$ cat src/rtl/mem_port_arbiter_pkg.sv
// Shared widths, FSM encodings, owner codes and the latched memory command
// for the instruction/data memory port arbiter.
package mem_port_arbiter_pkg;

    localparam int unsigned AW = 32;
    localparam int unsigned DW = 32;
    localparam int unsigned BW = DW / 8;

    localparam logic [1:0] ST_IDLE = 2'd0;
    localparam logic [1:0] ST_BUSY = 2'd1;
    localparam logic [1:0] ST_DONE = 2'd2;

    localparam logic OWN_I = 1'b0;
    localparam logic OWN_D = 1'b1;

    typedef struct packed {
        logic          we;
        logic [AW-1:0] addr;
        logic [DW-1:0] wdata;
        logic [BW-1:0] be;
    } mem_cmd_t;

endpackage

$ cat src/rtl/mem_port_arbiter_if.sv
// Pipeline ports (instruction + data) and the unified memory handshake.
// slave is the arbiter's view, master is the pipeline/memory environment's view.
interface mem_port_arbiter_if;
    import mem_port_arbiter_pkg::*;

    logic          i_req;
    logic [AW-1:0] i_addr;
    logic [DW-1:0] i_rdata;
    logic          i_valid;
    logic          i_stall;

    logic          d_req;
    logic          d_we;
    logic [AW-1:0] d_addr;
    logic [DW-1:0] d_wdata;
    logic [BW-1:0] d_be;
    logic [DW-1:0] d_rdata;
    logic          d_valid;
    logic          d_stall;

    logic          bus_err;

    logic          mem_req;
    logic          mem_we;
    logic [AW-1:0] mem_addr;
    logic [DW-1:0] mem_wdata;
    logic [BW-1:0] mem_be;
    logic          mem_ack;
    logic [DW-1:0] mem_rdata;

    modport slave (
        input  i_req, i_addr, d_req, d_we, d_addr, d_wdata, d_be, mem_ack, mem_rdata,
        output i_rdata, i_valid, i_stall, d_rdata, d_valid, d_stall, bus_err,
               mem_req, mem_we, mem_addr, mem_wdata, mem_be
    );

    modport master (
        output i_req, i_addr, d_req, d_we, d_addr, d_wdata, d_be, mem_ack, mem_rdata,
        input  i_rdata, i_valid, i_stall, d_rdata, d_valid, d_stall, bus_err,
               mem_req, mem_we, mem_addr, mem_wdata, mem_be
    );

endinterface

$ cat src/rtl/arb_timeout_ctr.sv
// Per-transaction wait timer: cleared on grant, counts while enabled, saturates at TIMEOUT.
// hit_c_o flags the enabled cycle in which the count reaches TIMEOUT; TIMEOUT=0 never hits.
module arb_timeout_ctr #(
    parameter int unsigned TIMEOUT = 255
) (
    input  logic clk,
    input  logic rst,
    input  logic clr_i,
    input  logic en_i,
    output logic hit_c_o
);

    localparam int unsigned CW = (TIMEOUT == 0) ? 1 : $clog2(TIMEOUT + 1);

    logic [CW-1:0] count_q;
    logic [CW-1:0] count_d;

    always_comb begin
        count_d = count_q;
        if (clr_i) begin
            count_d = '0;
        end else if (en_i && (count_q < CW'(TIMEOUT))) begin
            count_d = count_q + CW'(1);
        end
    end

    always_ff @(posedge clk) begin
        if (rst) begin
            count_q <= '0;
        end else begin
            count_q <= count_d;
        end
    end

    assign hit_c_o = (TIMEOUT != 0) && en_i && (count_q == CW'(TIMEOUT - 1));

endmodule

$ cat src/rtl/mem_port_arbiter.sv
// Shares one variable-latency memory between the fetch port and the data port.
// Data has fixed priority; one transaction in flight; results pulse *_valid for one cycle.
module mem_port_arbiter
    import mem_port_arbiter_pkg::*;
#(
    parameter int unsigned TIMEOUT = 255
) (
    input  logic               clk,
    input  logic               rst,
    mem_port_arbiter_if.slave  bus
);

    logic [1:0]    state_q, state_d;
    logic          own_q, own_d;
    mem_cmd_t      cmd_q, cmd_d;
    logic          mem_req_q, mem_req_d;
    logic [DW-1:0] i_rdata_q, i_rdata_d;
    logic [DW-1:0] d_rdata_q, d_rdata_d;
    logic          i_valid_q, i_valid_d;
    logic          d_valid_q, d_valid_d;
    logic          bus_err_q, bus_err_d;

    logic          grant_c;
    logic          busy_c;
    logic          hit_c;
    logic          owner_req_c;
    logic [DW-1:0] rdata_c;

    assign busy_c = (state_q == ST_BUSY);

    arb_timeout_ctr #(
        .TIMEOUT (TIMEOUT)
    ) u_timeout (
        .clk     (clk),
        .rst     (rst),
        .clr_i   (grant_c),
        .en_i    (busy_c),
        .hit_c_o (hit_c)
    );

    // Next-state and registered-output logic; a result is dropped if its requester let go.
    always_comb begin
        state_d     = state_q;
        own_d       = own_q;
        cmd_d       = cmd_q;
        mem_req_d   = mem_req_q;
        i_rdata_d   = i_rdata_q;
        d_rdata_d   = d_rdata_q;
        i_valid_d   = 1'b0;
        d_valid_d   = 1'b0;
        bus_err_d   = 1'b0;
        grant_c     = 1'b0;
        owner_req_c = (own_q == OWN_D) ? bus.d_req : bus.i_req;
        rdata_c     = bus.mem_ack ? bus.mem_rdata : '0;

        case (state_q)
            ST_IDLE: begin
                if (bus.d_req) begin
                    grant_c     = 1'b1;
                    own_d       = OWN_D;
                    cmd_d.we    = bus.d_we;
                    cmd_d.addr  = bus.d_addr;
                    cmd_d.wdata = bus.d_wdata;
                    cmd_d.be    = bus.d_we ? bus.d_be : '0;
                end else if (bus.i_req) begin
                    grant_c     = 1'b1;
                    own_d       = OWN_I;
                    cmd_d       = '0;
                    cmd_d.addr  = bus.i_addr;
                end
                if (grant_c) begin
                    mem_req_d = 1'b1;
                    state_d   = ST_BUSY;
                end
            end
            ST_BUSY: begin
                // An ack in the same cycle as the timeout still completes normally.
                if (bus.mem_ack || hit_c) begin
                    mem_req_d = 1'b0;
                    state_d   = ST_DONE;
                    bus_err_d = ~bus.mem_ack & owner_req_c;
                    if (own_q == OWN_D) begin
                        d_rdata_d = rdata_c;
                        d_valid_d = owner_req_c;
                    end else begin
                        i_rdata_d = rdata_c;
                        i_valid_d = owner_req_c;
                    end
                end
            end
            ST_DONE: begin
                state_d = ST_IDLE;
            end
            default: begin
                state_d = ST_IDLE;
            end
        endcase
    end

    always_ff @(posedge clk) begin
        if (rst) begin
            state_q   <= ST_IDLE;
            own_q     <= OWN_I;
            cmd_q     <= '0;
            mem_req_q <= 1'b0;
            i_rdata_q <= '0;
            d_rdata_q <= '0;
            i_valid_q <= 1'b0;
            d_valid_q <= 1'b0;
            bus_err_q <= 1'b0;
        end else begin
            state_q   <= state_d;
            own_q     <= own_d;
            cmd_q     <= cmd_d;
            mem_req_q <= mem_req_d;
            i_rdata_q <= i_rdata_d;
            d_rdata_q <= d_rdata_d;
            i_valid_q <= i_valid_d;
            d_valid_q <= d_valid_d;
            bus_err_q <= bus_err_d;
        end
    end

    assign bus.mem_req   = mem_req_q;
    assign bus.mem_we    = cmd_q.we;
    assign bus.mem_addr  = cmd_q.addr;
    assign bus.mem_wdata = cmd_q.wdata;
    assign bus.mem_be    = cmd_q.be;
    assign bus.i_rdata   = i_rdata_q;
    assign bus.i_valid   = i_valid_q;
    assign bus.d_rdata   = d_rdata_q;
    assign bus.d_valid   = d_valid_q;
    assign bus.bus_err   = bus_err_q;

    // Stalls follow the live request so the hazard unit sees them even during reset.
    assign bus.i_stall   = bus.i_req & ~i_valid_q;
    assign bus.d_stall   = bus.d_req & ~d_valid_q;

endmodule
$ cat src/flat_wrapper.sv
// flat-port wrapper written by rule: the top's interface ports become plain ports
module mem_port_arbiter_flat import mem_port_arbiter_pkg::*;
#(
    parameter int unsigned TIMEOUT = 255
)
  (clk, rst, bus_i_req, bus_i_addr, bus_d_req, bus_d_we, bus_d_addr, bus_d_wdata, bus_d_be, bus_mem_ack, bus_mem_rdata, bus_i_rdata, bus_i_valid, bus_i_stall, bus_d_rdata, bus_d_valid, bus_d_stall, bus_bus_err, bus_mem_req, bus_mem_we, bus_mem_addr, bus_mem_wdata, bus_mem_be);
  mem_port_arbiter_if bus_i ();
  input  logic clk;
  input  logic rst;
  input wire logic [$bits(bus_i.i_req)-1:0] bus_i_req;
  input wire logic [$bits(bus_i.i_addr)-1:0] bus_i_addr;
  input wire logic [$bits(bus_i.d_req)-1:0] bus_d_req;
  input wire logic [$bits(bus_i.d_we)-1:0] bus_d_we;
  input wire logic [$bits(bus_i.d_addr)-1:0] bus_d_addr;
  input wire logic [$bits(bus_i.d_wdata)-1:0] bus_d_wdata;
  input wire logic [$bits(bus_i.d_be)-1:0] bus_d_be;
  input wire logic [$bits(bus_i.mem_ack)-1:0] bus_mem_ack;
  input wire logic [$bits(bus_i.mem_rdata)-1:0] bus_mem_rdata;
  output wire logic [$bits(bus_i.i_rdata)-1:0] bus_i_rdata;
  output wire logic [$bits(bus_i.i_valid)-1:0] bus_i_valid;
  output wire logic [$bits(bus_i.i_stall)-1:0] bus_i_stall;
  output wire logic [$bits(bus_i.d_rdata)-1:0] bus_d_rdata;
  output wire logic [$bits(bus_i.d_valid)-1:0] bus_d_valid;
  output wire logic [$bits(bus_i.d_stall)-1:0] bus_d_stall;
  output wire logic [$bits(bus_i.bus_err)-1:0] bus_bus_err;
  output wire logic [$bits(bus_i.mem_req)-1:0] bus_mem_req;
  output wire logic [$bits(bus_i.mem_we)-1:0] bus_mem_we;
  output wire logic [$bits(bus_i.mem_addr)-1:0] bus_mem_addr;
  output wire logic [$bits(bus_i.mem_wdata)-1:0] bus_mem_wdata;
  output wire logic [$bits(bus_i.mem_be)-1:0] bus_mem_be;
  assign bus_i.i_req = bus_i_req;
  assign bus_i.i_addr = bus_i_addr;
  assign bus_i.d_req = bus_d_req;
  assign bus_i.d_we = bus_d_we;
  assign bus_i.d_addr = bus_d_addr;
  assign bus_i.d_wdata = bus_d_wdata;
  assign bus_i.d_be = bus_d_be;
  assign bus_i.mem_ack = bus_mem_ack;
  assign bus_i.mem_rdata = bus_mem_rdata;
  assign bus_i_rdata = bus_i.i_rdata;
  assign bus_i_valid = bus_i.i_valid;
  assign bus_i_stall = bus_i.i_stall;
  assign bus_d_rdata = bus_i.d_rdata;
  assign bus_d_valid = bus_i.d_valid;
  assign bus_d_stall = bus_i.d_stall;
  assign bus_bus_err = bus_i.bus_err;
  assign bus_mem_req = bus_i.mem_req;
  assign bus_mem_we = bus_i.mem_we;
  assign bus_mem_addr = bus_i.mem_addr;
  assign bus_mem_wdata = bus_i.mem_wdata;
  assign bus_mem_be = bus_i.mem_be;
  mem_port_arbiter #(.TIMEOUT(TIMEOUT)) u_core (.clk(clk), .rst(rst), .bus(bus_i));
endmodule
$ cat config.mk
export PLATFORM = sky130hd
export DESIGN_NAME = mem_port_arbiter_flat
export DESIGN_NICKNAME = d
export VERILOG_FILES = /design/src/rtl/mem_port_arbiter_pkg.sv /design/src/rtl/mem_port_arbiter_if.sv /design/src/rtl/arb_timeout_ctr.sv /design/src/rtl/mem_port_arbiter.sv /design/src/flat_wrapper.sv
export SDC_FILE = /design/constraint.sdc
export NUM_CORES = 1
export LEC_CHECK = 0
export BUFFER_PORTS_ARGS = -buffer_cell sky130_fd_sc_hd__buf_2
export CORE_MARGIN = 4
export CORE_UTILIZATION = 50
export CTS_CLUSTER_DIAMETER = 60
export DETAILED_ROUTE_END_ITERATION = 6
export PLACE_DENSITY = 0.85
export SKIP_CTS_REPAIR_TIMING = 1
export SYNTH_ARGS = -nofsm -noshare
export SYNTH_HDL_FRONTEND = slang
export SYNTH_SLANG_ARGS = --single-unit
$ cat constraint.sdc
create_clock -name clk -period 4.2 [get_ports clk]
set_input_delay 0.21 -clock clk [delete_from_list [all_inputs] [get_ports clk]]
set_output_delay 0.21 -clock clk [all_outputs]
set_load 0.005 [all_outputs]
==> Flow_metrics.wiki <==
{| class="wikitable"
! Metric !! Value
|-
| Run status || finished, violations left
|-
| Violations in the final reports || DRC
|-
| Primary flip-flop cell chosen by synthesis mapping || sky130_fd_sc_hd__dfxtp_1
|-
| Clock network latency to the later pin of the worst-skew pair || around 0.4 ns
|-
| Worst reg2reg path startpoint || u_core.u_timeout.count_q[0]$_SDFFE_PP0P_
|-
| Max-Slew Margin vs Limit || between 20% and 30%
|-
| Share of the clock period used by the worst path || 53.4%
|-
| Total GRT Usage || 23.2%
|-
| Synth top cells by count || sky130_fd_sc_hd__dfxtp_1 (148), sky130_fd_sc_hd__a31oi_1 (65), sky130_fd_sc_hd__a311oi_1 (64), sky130_fd_sc_hd__a21oi_1 (36)
|-
| Clock root cell || sky130_fd_sc_hd__clkbuf_16
|-
| Clock period minus worst slack || 2.24 ns
|-
| Worst min-delay path class || in2reg
|-
| Area share of the largest cell type after synthesis || approximately half
|-
| Total gr overflow || 0
|-
| Distinct cells, synth || 49
|-
| Number of failing setup endpoints in the final timing report || 0
|-
| Filler cell count || 891
|-
| Final Hold Violating Endpoints || 0
|-
| Critical Path AT || approximately 2.5 ns
|-
| Number of cell instances on the worst register-to-register path || 6
|-
| Final nets || 956
|-
| Mean post-synth cell area || ~10 sq um
|-
| Total wirelength of the detailed-routed design || 17,100 microns
|-
| WHS Path Cells || 2
|-
| RSZ-0062 raised after global routing || false
|-
| Final sum of negative setup slack || 0 ns
|-
| Area inside the core boundary || 11,600 sq um
|-
| Initial antenna violation count || 0
|-
| Number of optimization iterations in the first detailed-route pass || 7
|-
| IO Count || 277
|-
| YS warnings || 0
|-
| Max Fanout on Critical Path || 36
|-
| Detail Placement HPWL || between 10,000 and 15,000 microns
|-
| Category of the critical setup timing path || reg2reg
|-
| Count of vias placed by the detailed router || ~6k
|-
| Clock skew after layout || 0.0113 ns
|-
| Remaining DRCs || 6
|-
| Final Wtd Congestion || just over 0.8
|-
| Reg2Reg Setup Slack || 1.96 ns
|-
| Maximum number of pins on one net before global-route repair || 102
|-
| Total Die Area || 13,800 sq um
|-
| Portion of the post-synthesis area used by sequential elements || between 40% and 50%
|-
| Layout cells sized above 1 || 38.0%
|-
| H-tree depth reported by CTS || 4
|-
| Proportion of synthesized flip-flops having asynchronous set or reset || 0%
|-
| Wire per inst || around 18 microns
|-
| Hold path endpoint || u_core.bus.mem_wdata[28]$_SDFFE_PP0P_
|-
| Actual slew at the worst max-slew pin || 1.17 ns
|-
| Number of flops mapped to enable cells by yosys || 0
|-
| Number of buffers created by CTS || 17
|-
| Core utilization of the finished layout || 67.8%
|-
| Cell accounting for the most synthesized area || sky130_fd_sc_hd__dfxtp_1
|-
| Top area cells in the synthesized netlist || sky130_fd_sc_hd__dfxtp_1 (49%), sky130_fd_sc_hd__a311oi_1 (9.4%), sky130_fd_sc_hd__a31oi_1 (6.8%), sky130_fd_sc_hd__mux2i_1 (5.7%), sky130_fd_sc_hd__a22o_1 (4.8%)
|-
| Vertical die dimension || 117 microns
|-
| TritonCTS clock tree || yes
|-
| Worst-path cell with the longest stage delay || sky130_fd_sc_hd__o21bai_4
|-
| Wire length of the first global-routing pass || approximately 27,000 microns
|-
| Drt via density || 6.04
|-
| Critical hold path startpoint || bus_d_wdata[28]
|-
| Buffer levels on the longest clock path || 2
|-
| Port Buffers || ~280
|-
| Crit-path max cell delay || 0.68 ns
|-
| Detailed Route Iter0 Violations || 610
|-
| Peak ir drop on the vdd network || about 0.26 mV
|-
| Number of instances in the synthesized netlist || 579
|-
| Worst hold margin || between 0.003 and 0.004 ns
|-
| Area growth syn-to-layout || 30.9%
|-
| Initial cell density of the core || 51.8%
|-
| CP cell instances || inv_1, ha_1, nand4_1, o21bai_4, buf_4, a311oi_1
|-
| Top-count cell post-synth || sky130_fd_sc_hd__dfxtp_1
|-
| Achievable frequency || roughly 450 MHz
|-
| Lkg Pwr || 3.53 nW
|-
| Diode count || 0
|-
| Max Slew Vio Count || 0
|-
| Number of sinks on the clock net || 148
|-
| Clock-pin slew on the worst setup and hold paths || 0.06 ns
|-
| Post-synth net total || about 700
|-
| Mapped cell area || approximately 6000 sq um
|-
| Pwr/cell area || approximately 450 nW/um^2
|-
| Number of nets still failing antenna checks after routing || 0
|-
| Register bit total from synthesis || 148
|-
| Vias in the first global route || 5,521
|-
| End of the worst register-to-register path || u_core.bus.d_rdata[13]$_SDFFE_PP0P_
|-
| Max-cap violation count || 0
|-
| Capturing element type of the critical path || flop
|-
| Die X-Extent || 117 microns
|-
| Number of placement rows || 39
|-
| Startpoint class of the critical path || flop
|-
| Worst EP required || 4.43 ns
|}
==> routing by layer <==
metal  vias up  GRT usage, %  wire length (microns)
met3        46          6.35                   1150
met2       277          40.9                   8750
met1      2761          26.4                   6720
met4         0          10.1                    521
met5         -             0                      0
li1       2774             -                      -
==> worst max path at each step <==
stage | from | endpoint | slack [ns] | cells past startpoint
6_report | u_core.u_timeout.count_q[0]$_SDFFE_PP0P_ | u_core.bus.d_rdata[13]$_SDFFE_PP0P_ | 1.96 | 6
5_1_grt | u_core.u_timeout.count_q[0]$_SDFFE_PP0P_ | u_core.bus.i_rdata[30]$_SDFFE_PP0P_ | 1.78 | 6
4_1_cts | u_core.u_timeout.count_q[0]$_SDFFE_PP0P_ | u_core.bus.i_rdata[29]$_SDFFE_PP0P_ | 1.99 | 6
3_5_place_dp | bus_d_req | u_core.bus.mem_addr[31]$_SDFFE_PP0P_ | 1.89 | 4
3_3_place_gp | bus_d_req | u_core.bus.mem_addr[14]$_SDFFE_PP0P_ | 1.97 | 4
2_1_floorplan | u_core.u_timeout.count_q[0]$_SDFFE_PP0P_ | u_core.bus.i_rdata[10]$_SDFFE_PP0P_ | 2.79 | 7
==> report_power, final <==
group / total, mW / internal (mW) / switching (mW)
Sequential: 1.55 / 1.50 / 0.0560
Combinational: 0.501 / 0.219 / 0.282
Clock: 1.45 / 0.913 / 0.536
==> area by class of cell <==
cell class	instances	area (sq um)	share of cell area, %
timing repair buffer	286	1470	18.7
inverter	6	22.5	0.287
clock buffer	25	485	6.20
multi-input combinational	357	2640	33.7
sequential	148	2960	37.8
clock inverter	5	75.1	0.958
tap	143	179	2.28
==> logic make-up (layout without fill, tap and decap cells) <==
group           Yosys count  in the layout  synth area share (%)
compound gates          254            254                  31.6
fa+ha+maj                 2              2                 0.418
buf+inv                  74            322                  6.61
flops                   148            148                  49.5
mux                      34             34                  5.69
simple gates             67             67                  6.21
==> critical path: cells and delay by family (launching register included) <==
family | cells | cell delay, ns
buf+inv | 2 | 0.56
compound gates | 2 | 0.83
simple gates | 1 | 0.17
fa+ha+maj | 1 | 0.15
flops | 1 | 0.34
==> layout by cell type, fill, tap and decap left out, types with 6 or more instances in the layout <==
cell type,synthesis,layout
sky130_fd_sc_hd__buf_4,7,7
sky130_fd_sc_hd__a31oi_1,65,65
sky130_fd_sc_hd__a211oi_1,33,33
sky130_fd_sc_hd__a311oi_1,64,64
sky130_fd_sc_hd__inv_1,6,6
sky130_fd_sc_hd__dfxtp_1,148,148
sky130_fd_sc_hd__mux2i_1,34,34
sky130_fd_sc_hd__nand2_1,34,34
sky130_fd_sc_hd__a22o_1,33,33
sky130_fd_sc_hd__buf_2,19,275
sky130_fd_sc_hd__clkbuf_16,0,17
sky130_fd_sc_hd__a21oi_1,36,36
==> state kept, by name, summed over array words and instances (netlist names) <==
| register | count |
|---|---|
| u_core.bus.mem_addr | 32 |
| u_core.bus.d_valid | 1 |
| u_core.own_q | 1 |
| u_core.bus.mem_req | 1 |
| u_core.state_q | 2 |
| u_core.bus.i_valid | 1 |
| u_core.bus.mem_we | 1 |
| u_core.bus.mem_be | 4 |
| u_core.u_timeout.count_q | 8 |
| u_core.bus.i_rdata | 32 |
| u_core.bus.mem_wdata | 32 |
| u_core.bus.d_rdata | 32 |
| u_core.bus.bus_err | 1 |
==> per-stage QoR <==
stage	cell area [sq um]	power (mW)	instances	worst slack, ns
final	7840	3.50	970	1.96
after global routing	7840	3.64	970	1.78
after CTS	7800	3.52	966	1.99
after detailed placement	7240	2.08	936	1.89
after global placement	7240	2.05	936	1.97
after floorplan	5990	1.88	579	2.79
Power figures use the tool's default switching activity.
